`src/rtl/uart_rx_fifo_if.sv`:
```
// Line-side and consumer-side signal bundle for uart_rx_fifo.
// The design uses the slave modport; the producer/consumer side uses master.
interface uart_rx_fifo_if #(
    parameter int DATA_BITS  = 8,
    parameter int FIFO_DEPTH = 8
);
    logic                        rx;
    logic                        b_tick;
    logic                        rd_en;
    logic [DATA_BITS-1:0]        rd_data;
    logic                        rd_perr;
    logic                        rd_ferr;
    logic                        empty;
    logic                        full;
    logic [$clog2(FIFO_DEPTH):0] level;
    logic                        overrun;
    logic                        break_det;

    modport master (
        output rx, b_tick, rd_en,
        input  rd_data, rd_perr, rd_ferr, empty, full, level, overrun, break_det
    );

    modport slave (
        input  rx, b_tick, rd_en,
        output rd_data, rd_perr, rd_ferr, empty, full, level, overrun, break_det
    );
endinterface

```
`src/rtl/uart_rx_fifo.sv`:
```
// UART receiver (configurable data/parity/stop format, per-frame error flags) feeding a FWFT FIFO.
// Break detection with the BRK_WAIT state is built only when UART_RX_BREAK_DET_EN is defined.
module uart_rx_fifo #(
    parameter int DATA_BITS  = 8,
    parameter int OVERSAMPLE = 16,
    parameter int PARITY     = 0,
    parameter int STOP_BITS  = 1,
    parameter int FIFO_DEPTH = 8
) (
    input  logic          clk,
    input  logic          rst,
    uart_rx_fifo_if.slave bus
);
    localparam int TICK_W = $clog2(OVERSAMPLE);
    localparam int BIT_W  = $clog2(DATA_BITS + 32'sd1);
    localparam int ADDR_W = $clog2(FIFO_DEPTH);
    localparam int ENT_W  = DATA_BITS + 32'sd2;

    localparam logic [TICK_W-1:0]    TICK_ZERO = {TICK_W{1'b0}};
    localparam logic [TICK_W-1:0]    TICK_ONE  = TICK_W'(1'b1);
    localparam logic [TICK_W-1:0]    TICK_HALF = TICK_W'(OVERSAMPLE / 32'sd2 - 32'sd1);
    localparam logic [TICK_W-1:0]    TICK_FULL = TICK_W'(OVERSAMPLE - 32'sd1);
    localparam logic [BIT_W-1:0]     BIT_ZERO  = {BIT_W{1'b0}};
    localparam logic [BIT_W-1:0]     BIT_ONE   = BIT_W'(1'b1);
    localparam logic [BIT_W-1:0]     LAST_DATA = BIT_W'(DATA_BITS - 32'sd1);
    localparam logic [BIT_W-1:0]     LAST_STOP = BIT_W'(STOP_BITS - 32'sd1);
    localparam logic [ADDR_W-1:0]    ADDR_ZERO = {ADDR_W{1'b0}};
    localparam logic [ADDR_W-1:0]    ADDR_ONE  = ADDR_W'(1'b1);
    localparam logic [ADDR_W:0]      LVL_ZERO  = {(ADDR_W + 1){1'b0}};
    localparam logic [ADDR_W:0]      LVL_ONE   = (ADDR_W + 1)'(1'b1);
    localparam logic [ADDR_W:0]      LVL_FULL  = (ADDR_W + 1)'(FIFO_DEPTH);
    localparam logic [DATA_BITS-1:0] DATA_ZERO = {DATA_BITS{1'b0}};
    localparam logic                 HAS_PARITY = (PARITY != 32'sd0);
    localparam logic                 ODD_PARITY = (PARITY == 32'sd1);

    typedef enum logic [2:0] {
        ST_IDLE   = 3'd0,
        ST_START  = 3'd1,
        ST_DATA   = 3'd2,
        ST_PARITY = 3'd3,
        ST_STOP   = 3'd4
`ifdef UART_RX_BREAK_DET_EN
        , ST_BRK_WAIT = 3'd5
`endif
    } state_t;

    // Odd parity expects an odd count of ones across data plus parity bit.
    function automatic logic parity_err(input logic [DATA_BITS-1:0] d, input logic pbit);
        return ((^d) ^ pbit) != ODD_PARITY;
    endfunction

    state_t               state_r, state_s;
    logic                 rx_meta_r, rx_sync_r, rx_s;
    logic [TICK_W-1:0]    tick_r, tick_s;
    logic [BIT_W-1:0]     bit_r, bit_s;
    logic [DATA_BITS-1:0] data_r, data_s;
    logic                 perr_r, perr_s, ferr_r, ferr_s;
    logic                 half_s, centre_s, push_s, brk_s;
    logic [ENT_W-1:0]     mem_r [FIFO_DEPTH];
    logic [ENT_W-1:0]     head_s;
    logic [ADDR_W-1:0]    wr_ptr_r, rd_ptr_r;
    logic [ADDR_W:0]      level_r, level_s;
    logic                 empty_r, full_r, overrun_r, pop_s, wr_s;
`ifdef UART_RX_BREAK_DET_EN
    logic                 par_bit_r, par_bit_s, brk_hit_s, break_r;
`endif

    assign rx_s     = rx_sync_r;
    assign half_s   = bus.b_tick && (tick_r == TICK_HALF);
    assign centre_s = bus.b_tick && (tick_r == TICK_FULL);

    // Two-flop synchroniser for the asynchronous rx pin, idles high.
    always_ff @(posedge clk or posedge rst) begin
        if (rst) begin
            rx_meta_r <= 1'b1;
            rx_sync_r <= 1'b1;
        end else begin
            rx_meta_r <= bus.rx;
            rx_sync_r <= rx_meta_r;
        end
    end

    // Receiver state register and frame-assembly registers.
    always_ff @(posedge clk or posedge rst) begin
        if (rst) begin
            state_r <= ST_IDLE;
            tick_r  <= TICK_ZERO;
            bit_r   <= BIT_ZERO;
            data_r  <= DATA_ZERO;
            perr_r  <= 1'b0;
            ferr_r  <= 1'b0;
`ifdef UART_RX_BREAK_DET_EN
            par_bit_r <= 1'b0;
            break_r   <= 1'b0;
`endif
        end else begin
            state_r <= state_s;
            tick_r  <= tick_s;
            bit_r   <= bit_s;
            data_r  <= data_s;
            perr_r  <= perr_s;
            ferr_r  <= ferr_s;
`ifdef UART_RX_BREAK_DET_EN
            par_bit_r <= par_bit_s;
            break_r   <= brk_s;
`endif
        end
    end

    // Next-state logic; the last stop-bit sample pushes and returns to IDLE at once.
    always_comb begin
        state_s = state_r;
        tick_s  = tick_r;
        bit_s   = bit_r;
        data_s  = data_r;
        perr_s  = perr_r;
        ferr_s  = ferr_r;
        push_s  = 1'b0;
        brk_s   = 1'b0;
`ifdef UART_RX_BREAK_DET_EN
        par_bit_s = par_bit_r;
        brk_hit_s = (bit_r == BIT_ZERO) && (data_r == DATA_ZERO) && !par_bit_r && !rx_s;
`endif
        case (state_r)
            ST_IDLE: begin
                tick_s = TICK_ZERO;
                bit_s  = BIT_ZERO;
                perr_s = 1'b0;
                ferr_s = 1'b0;
`ifdef UART_RX_BREAK_DET_EN
                par_bit_s = 1'b0;
`endif
                if (!rx_s) state_s = ST_START;
                else       state_s = ST_IDLE;
            end
            ST_START: begin
                if (half_s) begin
                    tick_s = TICK_ZERO;
                    if (!rx_s) state_s = ST_DATA;
                    else       state_s = ST_IDLE;
                end else if (bus.b_tick) begin
                    tick_s = tick_r + TICK_ONE;
                end else begin
                    tick_s = tick_r;
                end
            end
            ST_DATA: begin
                if (centre_s) begin
                    tick_s = TICK_ZERO;
                    data_s = {rx_s, data_r[DATA_BITS-1:1]};
                    if (bit_r == LAST_DATA) begin
                        bit_s   = BIT_ZERO;
                        state_s = HAS_PARITY ? ST_PARITY : ST_STOP;
                    end else begin
                        bit_s = bit_r + BIT_ONE;
                    end
                end else if (bus.b_tick) begin
                    tick_s = tick_r + TICK_ONE;
                end else begin
                    tick_s = tick_r;
                end
            end
            ST_PARITY: begin
                if (centre_s) begin
                    tick_s  = TICK_ZERO;
                    perr_s  = parity_err(data_r, rx_s);
                    state_s = ST_STOP;
`ifdef UART_RX_BREAK_DET_EN
                    par_bit_s = rx_s;
`endif
                end else if (bus.b_tick) begin
                    tick_s = tick_r + TICK_ONE;
                end else begin
                    tick_s = tick_r;
                end
            end
            ST_STOP: begin
                if (centre_s) begin
                    tick_s = TICK_ZERO;
`ifdef UART_RX_BREAK_DET_EN
                    if (brk_hit_s) begin
                        brk_s   = 1'b1;
                        bit_s   = BIT_ZERO;
                        state_s = ST_BRK_WAIT;
                    end else begin
`else
                    begin
`endif
                        ferr_s = ferr_r | ~rx_s;
                        if (bit_r == LAST_STOP) begin
                            push_s  = 1'b1;
                            bit_s   = BIT_ZERO;
                            state_s = ST_IDLE;
                        end else begin
                            bit_s = bit_r + BIT_ONE;
                        end
                    end
                end else if (bus.b_tick) begin
                    tick_s = tick_r + TICK_ONE;
                end else begin
                    tick_s = tick_r;
                end
            end
`ifdef UART_RX_BREAK_DET_EN
            ST_BRK_WAIT: begin
                if (rx_s) state_s = ST_IDLE;
                else      state_s = ST_BRK_WAIT;
            end
`endif
            default: begin
                state_s = ST_IDLE;
                tick_s  = TICK_ZERO;
                bit_s   = BIT_ZERO;
            end
        endcase
    end

    // When full, a same-cycle pop frees the slot so the push is still accepted.
    always_comb begin
        pop_s = bus.rd_en && !empty_r;
        wr_s  = push_s && (!full_r || pop_s);
        case ({wr_s, pop_s})
            2'b10:   level_s = level_r + LVL_ONE;
            2'b01:   level_s = level_r - LVL_ONE;
            default: level_s = level_r;
        endcase
    end

    // FIFO storage, pointers and status flags.
    always_ff @(posedge clk or posedge rst) begin
        if (rst) begin
            for (int i = 0; i < FIFO_DEPTH; i++) begin
                mem_r[i] <= {ENT_W{1'b0}};
            end
            wr_ptr_r  <= ADDR_ZERO;
            rd_ptr_r  <= ADDR_ZERO;
            level_r   <= LVL_ZERO;
            empty_r   <= 1'b1;
            full_r    <= 1'b0;
            overrun_r <= 1'b0;
        end else begin
            if (wr_s) begin
                mem_r[wr_ptr_r] <= {perr_r, ferr_s, data_r};
                wr_ptr_r        <= wr_ptr_r + ADDR_ONE;
            end
            if (pop_s) begin
                rd_ptr_r <= rd_ptr_r + ADDR_ONE;
            end
            level_r   <= level_s;
            empty_r   <= (level_s == LVL_ZERO);
            full_r    <= (level_s == LVL_FULL);
            overrun_r <= push_s && !wr_s;
        end
    end

    assign head_s      = mem_r[rd_ptr_r];
    assign bus.rd_data = head_s[DATA_BITS-1:0];
    assign bus.rd_ferr = head_s[DATA_BITS];
    assign bus.rd_perr = head_s[DATA_BITS+1];
    assign bus.empty   = empty_r;
    assign bus.full    = full_r;
    assign bus.level   = level_r;
    assign bus.overrun = overrun_r;
`ifdef UART_RX_BREAK_DET_EN
    assign bus.break_det = break_r;
`else
    assign bus.break_det = 1'b0;
`endif
endmodule

```
`src/flat_wrapper.sv`:
```
// flat-port wrapper written by rule: the top's interface ports become plain ports
module uart_rx_fifo_flat 
#(
    parameter int DATA_BITS  = 8,
    parameter int OVERSAMPLE = 16,
    parameter int PARITY     = 0,
    parameter int STOP_BITS  = 1,
    parameter int FIFO_DEPTH = 8
)
  (clk, rst, bus_rx, bus_b_tick, bus_rd_en, bus_rd_data, bus_rd_perr, bus_rd_ferr, bus_empty, bus_full, bus_level, bus_overrun, bus_break_det);
  uart_rx_fifo_if #(.DATA_BITS(DATA_BITS), .FIFO_DEPTH(FIFO_DEPTH)) bus_i ();
  input  logic clk;
  input  logic rst;
  input wire logic [$bits(bus_i.rx)-1:0] bus_rx;
  input wire logic [$bits(bus_i.b_tick)-1:0] bus_b_tick;
  input wire logic [$bits(bus_i.rd_en)-1:0] bus_rd_en;
  output wire logic [$bits(bus_i.rd_data)-1:0] bus_rd_data;
  output wire logic [$bits(bus_i.rd_perr)-1:0] bus_rd_perr;
  output wire logic [$bits(bus_i.rd_ferr)-1:0] bus_rd_ferr;
  output wire logic [$bits(bus_i.empty)-1:0] bus_empty;
  output wire logic [$bits(bus_i.full)-1:0] bus_full;
  output wire logic [$bits(bus_i.level)-1:0] bus_level;
  output wire logic [$bits(bus_i.overrun)-1:0] bus_overrun;
  output wire logic [$bits(bus_i.break_det)-1:0] bus_break_det;
  assign bus_i.rx = bus_rx;
  assign bus_i.b_tick = bus_b_tick;
  assign bus_i.rd_en = bus_rd_en;
  assign bus_rd_data = bus_i.rd_data;
  assign bus_rd_perr = bus_i.rd_perr;
  assign bus_rd_ferr = bus_i.rd_ferr;
  assign bus_empty = bus_i.empty;
  assign bus_full = bus_i.full;
  assign bus_level = bus_i.level;
  assign bus_overrun = bus_i.overrun;
  assign bus_break_det = bus_i.break_det;
  uart_rx_fifo #(.DATA_BITS(DATA_BITS), .OVERSAMPLE(OVERSAMPLE), .PARITY(PARITY), .STOP_BITS(STOP_BITS), .FIFO_DEPTH(FIFO_DEPTH)) u_core (.clk(clk), .rst(rst), .bus(bus_i));
endmodule
```
`config.mk`:
```
export PLATFORM = sky130hd
export DESIGN_NAME = uart_rx_fifo_flat
export DESIGN_NICKNAME = d
export VERILOG_FILES = /design/src/rtl/uart_rx_fifo_if.sv /design/src/rtl/uart_rx_fifo.sv /design/src/flat_wrapper.sv
export SDC_FILE = /design/constraint.sdc
export NUM_CORES = 1
export LEC_CHECK = 0
export CAP_MARGIN = 10
export CORE_ASPECT_RATIO = 1.25
export CORE_UTILIZATION = 45
export CTS_CLUSTER_SIZE = 24
export DETAILED_ROUTE_END_ITERATION = 10
export GPL_TIMING_DRIVEN = 0
export RECOVER_POWER = 25
export SETUP_SLACK_MARGIN = 0.02
export SYNTH_ARGS = -nofsm -noshare
export SYNTH_HDL_FRONTEND = slang
export SYNTH_SLANG_ARGS = --single-unit
```
`constraint.sdc`:
```
create_clock -name clk -period 4.6 [get_ports clk]
set_clock_uncertainty 0.05 [all_clocks]
set_input_delay 0.46 -clock clk [delete_from_list [all_inputs] [get_ports clk]]
set_output_delay 0.46 -clock clk [all_outputs]
set_load 0.01 [all_outputs]
```
==> results of run 1 <==
-- power groups by stage --
stage | clock network, mW | registers [mW] | logic, mW
after floorplan | 0 | 1.21 | 0.455
after global placement | 0 | 1.21 | 0.655
after detailed placement | 0 | 1.22 | 0.666
after CTS | 1.38 | 1.20 | 0.672
after global routing | 1.43 | 1.21 | 0.731
final | 1.35 | 1.20 | 0.655
-- sequential cells by signal, indices dropped and copies added (netlist names), 3 cells and up --
signal and flops:
u_core.state_r 3, u_core.data_r 8, u_core.mem_r 80, u_core.wr_ptr_r 3
u_core.bit_r 4, u_core.bus.level 4, u_core.rd_ptr_r 3, u_core.tick_r 4
-- final cells by class --
cell class	instances	share of cell area [%]
inverter	6	0.360
timing repair buffer	21	3.11
buffer	30	1.95
clock buffer	23	7.39
multi-input combinational	246	38.2
sequential	116	44.0
clock inverter	9	1.90
tap	164	3.11
-- cells in the mapped netlist (all sizes together), types with 2 or more instances --
cell type  number
dfstp           3
nor4            2
nand2b          5
or4b            2
o21ai          10
inv             6
o21bai          2
mux4           20
o32ai           2
ha              8
nand3           6
dfrtp         113
nand3b          2
mux2           99
o21a            2
a21oi           6
nand4b          4
nor2b           3
xor2            7
nand4           3
nand2          17
nor2           13
xnor2          15
buf             7
clkbuf         23
-- cells in the final DEF, fill, tap and decap left out, drive strengths merged, types with 2 or more instances in the layout --
| cell type | n |
|---|---|
| a21oi | 6 |
| buf | 7 |
| bufinv | 3 |
| clkbuf | 47 |
| clkdlybuf4s50 | 18 |
| clkinv | 4 |
| clkinvlp | 3 |
| dfrtp | 113 |
| dfstp | 3 |
| dlygate4sd3 | 2 |
| ha | 8 |
| inv | 5 |
| mux2 | 99 |
| mux4 | 20 |
| nand2 | 17 |
| nand2b | 5 |
| nand3 | 6 |
| nand3b | 2 |
| nand4 | 3 |
| nand4b | 4 |
| nor2 | 13 |
| nor2b | 3 |
| nor4 | 2 |
| o21a | 2 |
| o21ai | 10 |
| o21bai | 2 |
| o32ai | 2 |
| or4b | 2 |
| xnor2 | 15 |
| xor2 | 7 |
-- layer usage --
layer  up-vias  global-route usage, %
li1       1515                      -
met1      1695                   27.4
met2        39                   29.9
met3        12                   4.57
met4         0                   8.87
met5         -                      0
-- worst register-to-register path, delay by kind of cell, from the launching register on --
| family | cells | cell delay (ns) |
|---|---|---|
| xor gates and xnor gates | 3 | 0.52 |
| DFF | 1 | 0.40 |
| adders and majority gates | 3 | 0.58 |
| AOI/OAI and AO/OA | 2 | 0.40 |
| buffers and inverters | 2 | 0.21 |
| and+or+nand+nor | 4 | 1.32 |
-- cell families after synthesis --
group	Yosys count	synth area share (%)
other	1	0.0673
buffers and inverters	36	2.72
adder cells (fa/ha/maj)	8	1.80
flip-flops	116	52.2
AO/OA/AOI/OAI	29	3.53
AND/OR/NAND/NOR	66	6.67
multiplexers	120	29.6
XOR/XNOR	22	3.46
-- how the worst max path moves through the flow --
stage / end / slack [ns] / depth (start not counted)
3_3_place_gp: u_core.mem_r[63] / -0.70 / 2
3_5_place_dp: u_core.bus.full / 0.99 / 14
5_1_grt: u_core.mem_r[54] / 0.53 / 3
6_report: u_core.bus.full / 1.02 / 14
2_1_floorplan: u_core.bit_r[0] / 1.02 / 1
4_1_cts: bus_rd_ferr / 0.96 / 4
-- per-stage QoR --
stage               setup TNS (ns)  hold slack [ns]  power, mW  setup WS (ns)
finish                           0            0.305       3.21           1.02
global route                     0            0.308       3.38          0.531
CTS                              0            0.293       3.26          0.961
global placement            -77.70            0.297       1.87         -0.700
detailed placement               0            0.298       1.88          0.994
floorplan                        0            0.295       1.66           1.02
==> out/qor.yml, run 1 <==
detailed_routing:
  drtPass1Iterations: 5
  wl_per_cell_um: 18.0
  drt_first_iter_violations: 100
  drt_wl_total_um: 11100
  drc_errors: 0
  vias_per_cell: 5.30
  met3_wirelength_um: 255
  antenna_left: 0
  vias: 3261
  m1WireLength_um: 5370
  routed.top_layer: "met4"
  met2_length_um: 5310
setup_path:
  worstPathMaxFanout: 9
  critPathKind: "flop to flop"
  r2r_cells: 14
  rrSetupSlack_ns: 1.02
  crit_path_start: "u_core.bit_r[1]"
  setup.worst_path.end_class: "flop"
  cp.arrival_ns: 3.84
  crit_family: "simple AND/OR/NAND/NOR gates"
  critPathMaxStageDelay_ns: 0.53
  cpMaxStageDelayCell: "or4_4"
  r2r-end: "u_core.bus.full"
  cp-start-kind: "flop"
  crit_chain: "inv_1 -> ha_1 -> or3b_1 -> or4_4 -> a21oi_4 -> inv_2 -> ha_1 -> xor2_1 -> ha_1 -> a21oi_1 -> xor2_1 -> nor2_1 -> xor2_1 -> nor4_1"
  required_ns: 4.85
  r2r_start: "u_core.bit_r[1]"
  crit_buf_inv: 2
timing:
  period_needed_ns: 3.58
  slew_headroom_pct: -59.2
  min_period_over_period_pct: 77.9
  drv_slew: 98
  clock.fmax_mhz: 279
  rsz0062_at_grt: "false"
  final_hold_viol_count: 0
  worst_pin_slew_ns: 2.39
  setup_viol: 0
synthesis:
  synth.top_cell.area_share_pct: 50.7
  netlist_top_cells_area: "dfrtp_1, mux2_2, mux4_2"
  netlist_area_um2: 5570
  syn_nets: 411
  avgSynthCellArea_um2: 14.0
  synth-edff-count: 0
  synth.distinct_cells: 50
  synthFlopType: "dfrtp_1"
  async_flop_share_pct: 100
  synth_cells: 398
  yosysTopAreaCell: "dfrtp_1"
  synth_warnings: 0
  synth_seq_cells: 116
  ys_seq_area_share_pct: 52.2
floorplanning:
  ios: 23
  dieArea_um2: 12800
  die_w_um: 102
  start_util_pct: 46.0
  fp-row-count: 45
  core_area_um2: 12100
  die_h_um: 126
grt:
  grt-ovfl-total: 0
  grt_start_max_net_pins: 98
  grtUsageTotal_pct: 19.9
  antenna_found_initial: 0
  grt_pass1_vias: 3489
  grt_first_pass_wirelength_um: 18600
clock_tree:
  ctsResizeCount: 0
  post_cts_buffers: 0
  htree_levels: 4
  cts_inserted_buffers: 17
  cts_tree: "built"
  cts.sinks: 116
  cts_root_buf: "clkbuf_16"
  clkSlewWorstSetupHoldPaths_ns: 0.05
  clk_path_buf_depth: 2
  worstSkewPairLatency_ns: 0.41
  holdBufCountCts: 0
min_path:
  hold-path-endpoint: "u_core.rx_s"
  min_path_type: "flop to flop"
  min_from: "u_core.rx_meta_r"
  hold_depth: 0
cells_and_area:
  area_growth_pct: 18.5
  n_fill_cell: 1044
  drive_gt1_share_pct: 36.1
  n_antenna_cell: 0
  fin_util_pct: 54.5
  nNetsFinal: 451
  multi_input_area_um2: 2520
  fin_cells: 615
  regArea_um2: 2910
  final_area_um2: 6600
power_and_ir_drop:
  pwr-share-seq_pct: 37.4
  leakagePower_nw: 3.09
  peakVddDrop_uv: 260
  swShare_pct: 28.5
  combPwrFrac_pct: 20.4
  switchingPower_mw: 0.914
  intPower_mw: 2.30
  power_density_nw_per_um2: 486
  clkPwrFrac_pct: 42.2
run:
  drv_cap: 1
place:
  port_buffers: 20
  gp_congestion: 0.783
  post-place-cells: 583
  place_area_um2: 6010
  dp.final_hpwl_um: 6870
status:
  status: "finished with violations"
  violations: "max-capacitance violations, max-slew violations"
No activity file was read; power rests on OpenSTA's default activity.
==> run 2: changes to the inputs <==
- clock period: 4.6 -> 3.6 ns (I/O delays scaled with it)
==> out/qor.yml, run 2 (synthesis gave the netlist of run 1 again) <==
grt:
  grt-ovfl-total: 0
  antenna_found_initial: 0
  grt_start_max_net_pins: 98
  grt_first_pass_wirelength_um: 18600
  grt_pass1_vias: 3510
  grtUsageTotal_pct: 19.9
power_and_ir_drop:
  peakVddDrop_uv: 318
  pwr-share-seq_pct: 37.1
  clkPwrFrac_pct: 41.8
  power_density_nw_per_um2: 623
  leakagePower_nw: 3.11
  combPwrFrac_pct: 21.1
  switchingPower_mw: 1.19
  intPower_mw: 2.95
  p_total_mw: 4.14
  swShare_pct: 28.7
detailed_routing:
  drt_first_iter_violations: 101
  wl_per_cell_um: 17.9
  drc_errors: 0
  vias_per_cell: 5.31
  drt_wl_total_um: 11000
  drtPass1Iterations: 4
  antenna_left: 0
  vias: 3271
setup_path:
  worstPathMaxFanout: 10
  cp-start-kind: "flop"
  required_ns: 3.19
  cp.arrival_ns: 2.96
  critPathKind: "flop to output pin"
  setup.worst_path.end_class: "output pin"
floorplanning:
  start_util_pct: 46.0
  die_h_um: 126
  die_w_um: 102
  dieArea_um2: 12800
  ios: 23
  fp-row-count: 45
  core_area_um2: 12100
clock_tree:
  clk_path_buf_depth: 2
  clkSlewWorstSetupHoldPaths_ns: 0.05
  holdBufCountCts: 0
  cts.sinks: 116
  worstSkewPairLatency_ns: 0.41
  cts_root_buf: "clkbuf_16"
  cts_tree: "built"
  htree_levels: 4
  cts_inserted_buffers: 17
timing:
  period_needed_ns: 3.37
  rsz0062_at_grt: "false"
  clock.fmax_mhz: 297
  final_hold_viol_count: 0
  worst_pin_slew_ns: 1.31
  slew_headroom_pct: 12.6
  setup_viol: 0
  min_period_over_period_pct: 93.7
  drv_slew: 0
cells_and_area:
  area_growth_pct: 19.2
  drive_gt1_share_pct: 37.2
  reg_top3: "u_core.mem_r x80, u_core.data_r x8"
  top_register: "u_core.mem_r"
  layout_commonest_cell: "dfrtp_1"
  n_antenna_cell: 0
  fin_util_pct: 54.9
  largest_reg_flops: 80
  most-common-layout-cells: "dfrtp_1, mux2_2, clkbuf_1"
  nNetsFinal: 452
  final_area_um2: 6640
status:
  status: "completed"
place:
  port_buffers: 20
  gp_congestion: 0.783
  place_area_um2: 6010
  dp.final_hpwl_um: 6870
min_path:
  min_path_type: "input port to flop"
run:
  drv_cap: 0
-- run 2: cell count changes in the layout (fill, tap and decap cells not counted), sizes merged --
cell	delta
clkdlybuf4s15	+2
buf	-1
-- run 2: metal layers --
metal | vias to the layer above | GRT usage [%] | part of all wire (%)
met2 | 38 | 29.8 | 48
met3 | 16 | 4.57 | 2.2
met5 | - | 0 | 0
met1 | 1700 | 27.3 | 48
li1 | 1517 | - | -
met4 | 0 | 9.38 | 2.0
-- run 2: final cells by class --
class | instances | area [um^2]
plain buffers | 30 | 141
fillers | 1040 | 5460
clock inverters | 9 | 125
well taps | 164 | 205
clock buffers | 23 | 488
repair buffers | 22 | 215
multi-input cells | 246 | 2540
inverters | 6 | 23.8
flip-flops and latches | 116 | 2910
-- run 2: critical path: stages, from the launching register on --
cell,delay (ns)
dfrtp_1,0.42
clkdlybuf4s15_1,0.76
mux4_2,0.58
mux2_2,0.28
clkdlybuf4s50_1,0.50
-- run 2: through the flow --
step	setup slack [ns]	setup TNS [ns]	instances	hold WS, ns
after floorplan	0.123	0	398	0.295
after global placement	-1.60	-180.52	582	0.297
after detailed placement	-0.00594	-0.00594	583	0.298
after CTS	0.0614	0	616	0.193
after global routing	0.0276	0	616	0.267
final	0.228	0	616	0.269
-- run 2: power groups by stage --
| stage | Clock (mW) | Combinational (mW) | Sequential [mW] |
|---|---|---|---|
| 6_report | 1.73 | 0.874 | 1.54 |
| 5_1_grt | 1.83 | 0.964 | 1.55 |
| 4_1_cts | 1.77 | 0.859 | 1.53 |
| 3_5_place_dp | 0 | 0.851 | 1.56 |
| 3_3_place_gp | 0 | 0.837 | 1.55 |
| 2_1_floorplan | 0 | 0.581 | 1.54 |
-- run 2: final timing paths --
| kind | start | endpoint | slack [ns] | depth (start not counted) |
|---|---|---|---|---|
| min | bus_b_tick | u_core.tick_r[1] | 0.27 | 3 |
| max in group asynchronous | rst | u_core.mem_r[20] | 1.22 | 3 |
| max reg2reg | u_core.bit_r[1] | u_core.bus.empty | 0.28 | 14 |
| min in group asynchronous | rst | u_core.bus.level[3] | 0.47 | 2 |
| max | u_core.rd_ptr_r[0] | bus_rd_ferr | 0.23 | 4 |
| min reg2reg | u_core.rx_meta_r | u_core.rx_s | 0.30 | 0 |
-- run 2: repair_timing --
action,CTS,global route
buffers inserted,1,0
cloned,0,0
resized for setup,0,6
endpoints found under the setup margin,1,7
pin swaps,0,2
==> run 3: changes to the inputs <==
- CAP_MARGIN: 10 -> 20
==> out/qor.yml, run 3 (synthesis gave the netlist of run 1 again) <==
cells_and_area:
  most-common-layout-cells: "dfrtp_1, mux2_2, clkbuf_1"
  top_register: "u_core.mem_r"
  reg_top3: "u_core.mem_r x80, u_core.data_r x8"
  drive_gt1_share_pct: 35.9
  largest_reg_flops: 80
  nNetsFinal: 453
  n_antenna_cell: 0
  layout_commonest_cell: "dfrtp_1"
  n_fill_cell: 1026
  area_growth_pct: 17.8
setup_path:
  setup.worst_path.end_class: "output pin"
  worstPathMaxFanout: 10
  cp.arrival_ns: 2.99
  required_ns: 3.19
  critPathKind: "flop to output pin"
  cp-start-kind: "flop"
clock_tree:
  cts_root_buf: "clkbuf_16"
  worstSkewPairLatency_ns: 0.41
  clk_path_buf_depth: 2
  clkSlewWorstSetupHoldPaths_ns: 0.05
  htree_levels: 4
  cts_inserted_buffers: 17
  cts_tree: "built"
  cts.sinks: 116
floorplanning:
  die_w_um: 102
  ios: 23
  core_area_um2: 12100
  die_h_um: 126
  fp-row-count: 45
  dieArea_um2: 12800
  start_util_pct: 46.0
place:
  port_buffers: 20
  dp.final_hpwl_um: 6880
  gp_congestion: 0.783
run:
  drv_cap: 0
detailed_routing:
  vias: 3252
  drc_errors: 0
  antenna_left: 0
  vias_per_cell: 5.29
  drt_wl_total_um: 11000
  drtPass1Iterations: 5
  drt_first_iter_violations: 103
  wl_per_cell_um: 17.9
timing:
  worst_pin_slew_ns: 1.32
  holdWs_ns: 0.259
  setup_viol: 0
  rsz0062_at_grt: "false"
  min_period_over_period_pct: 94.5
  slew_headroom_pct: 12.0
  drv_slew: 0
  period_needed_ns: 3.40
  final_hold_viol_count: 0
  clock.fmax_mhz: 294
power_and_ir_drop:
  peakVddDrop_uv: 346
  p_total_mw: 3.94
  leakagePower_nw: 3.08
  power_density_nw_per_um2: 600
grt:
  grtUsageTotal_pct: 19.9
  grt_start_max_net_pins: 98
  met3_usage_pct: 5.40
  antenna_found_initial: 0
  top_usage_layer: "met2"
  grt-ovfl-total: 0
  grtUsageMet1_pct: 27.4
  grt_pass1_vias: 3453
  grt_first_pass_wirelength_um: 18600
  grt.met2_usage_pct: 29.7
min_path:
  min_path_type: "input port to flop"
status:
  status: "completed"
run 3: layout make-up:
class	count	area (um^2)	area share, %
inverters	6	23.8	0.362
well taps	164	205	3.13
repair buffers	23	220	3.35
flip-flops and latches	116	2910	44.3
clock buffers	25	495	7.55
clock inverters	5	50.0	0.762
multi-input cells	246	2520	38.4
plain buffers	30	141	2.15
run 3: timing repair:
action,4_1_cts,5_1_grt
pin swaps,0,2
cloned,0,0
setup endpoints to repair,1,6
gates resized for setup,0,4
hold buffers,0,0
buffers inserted,1,0
run 3: path summary, 6_finish.rpt:
kind                               startpoint                   to  slack, ns  depth (start not counted)
max                        u_core.rd_ptr_r[0]          bus_rd_ferr       0.20                          4
max in group asynchronous                 rst     u_core.mem_r[31]       1.20                          3
max reg2reg                   u_core.bit_r[1]     u_core.bus.empty       0.34                         14
min                                bus_b_tick     u_core.tick_r[0]       0.26                          3
min reg2reg                  u_core.rx_meta_r          u_core.rx_s       0.30                          0
min in group asynchronous                 rst  u_core.bus.level[0]       0.48                          2
run 3: power breakdown:
part	switching, mW	internal, mW
registers	0.122	1.41
clock network	0.545	1.01
logic	0.475	0.376
total	1.14	2.80
run 3: metal layers:
layer,wire length (um),share of wire [%]
met5,0,0
met4,195,1.8
met3,318,2.9
met2,5160,47
met1,5310,48
run 3: critical path, stage by stage, from the launching register on:
cell and delay, ns:
dfrtp_1 0.42, clkdlybuf4s15_1 0.77, mux4_2 0.60, mux2_2 0.29, clkdlybuf4s50_1 0.50
run 3: stage by stage:
| stage | cell area, um^2 | std cells | setup slack (ns) | utilization [%] | setup TNS (ns) |
|---|---|---|---|---|---|
| after floorplan | 5570 | 398 | 0.123 | - | 0 |
| after global placement | 5980 | 582 | -1.60 | 49.4 | -180.52 |
| after detailed placement | 6020 | 584 | 0.0278 | 49.7 | 0 |
| after CTS | 6570 | 615 | 0.0760 | 54.3 | 0 |
| after global routing | 6570 | 615 | 0.0216 | 54.2 | 0 |
| final | 6570 | 615 | 0.199 | 54.2 | 0 |
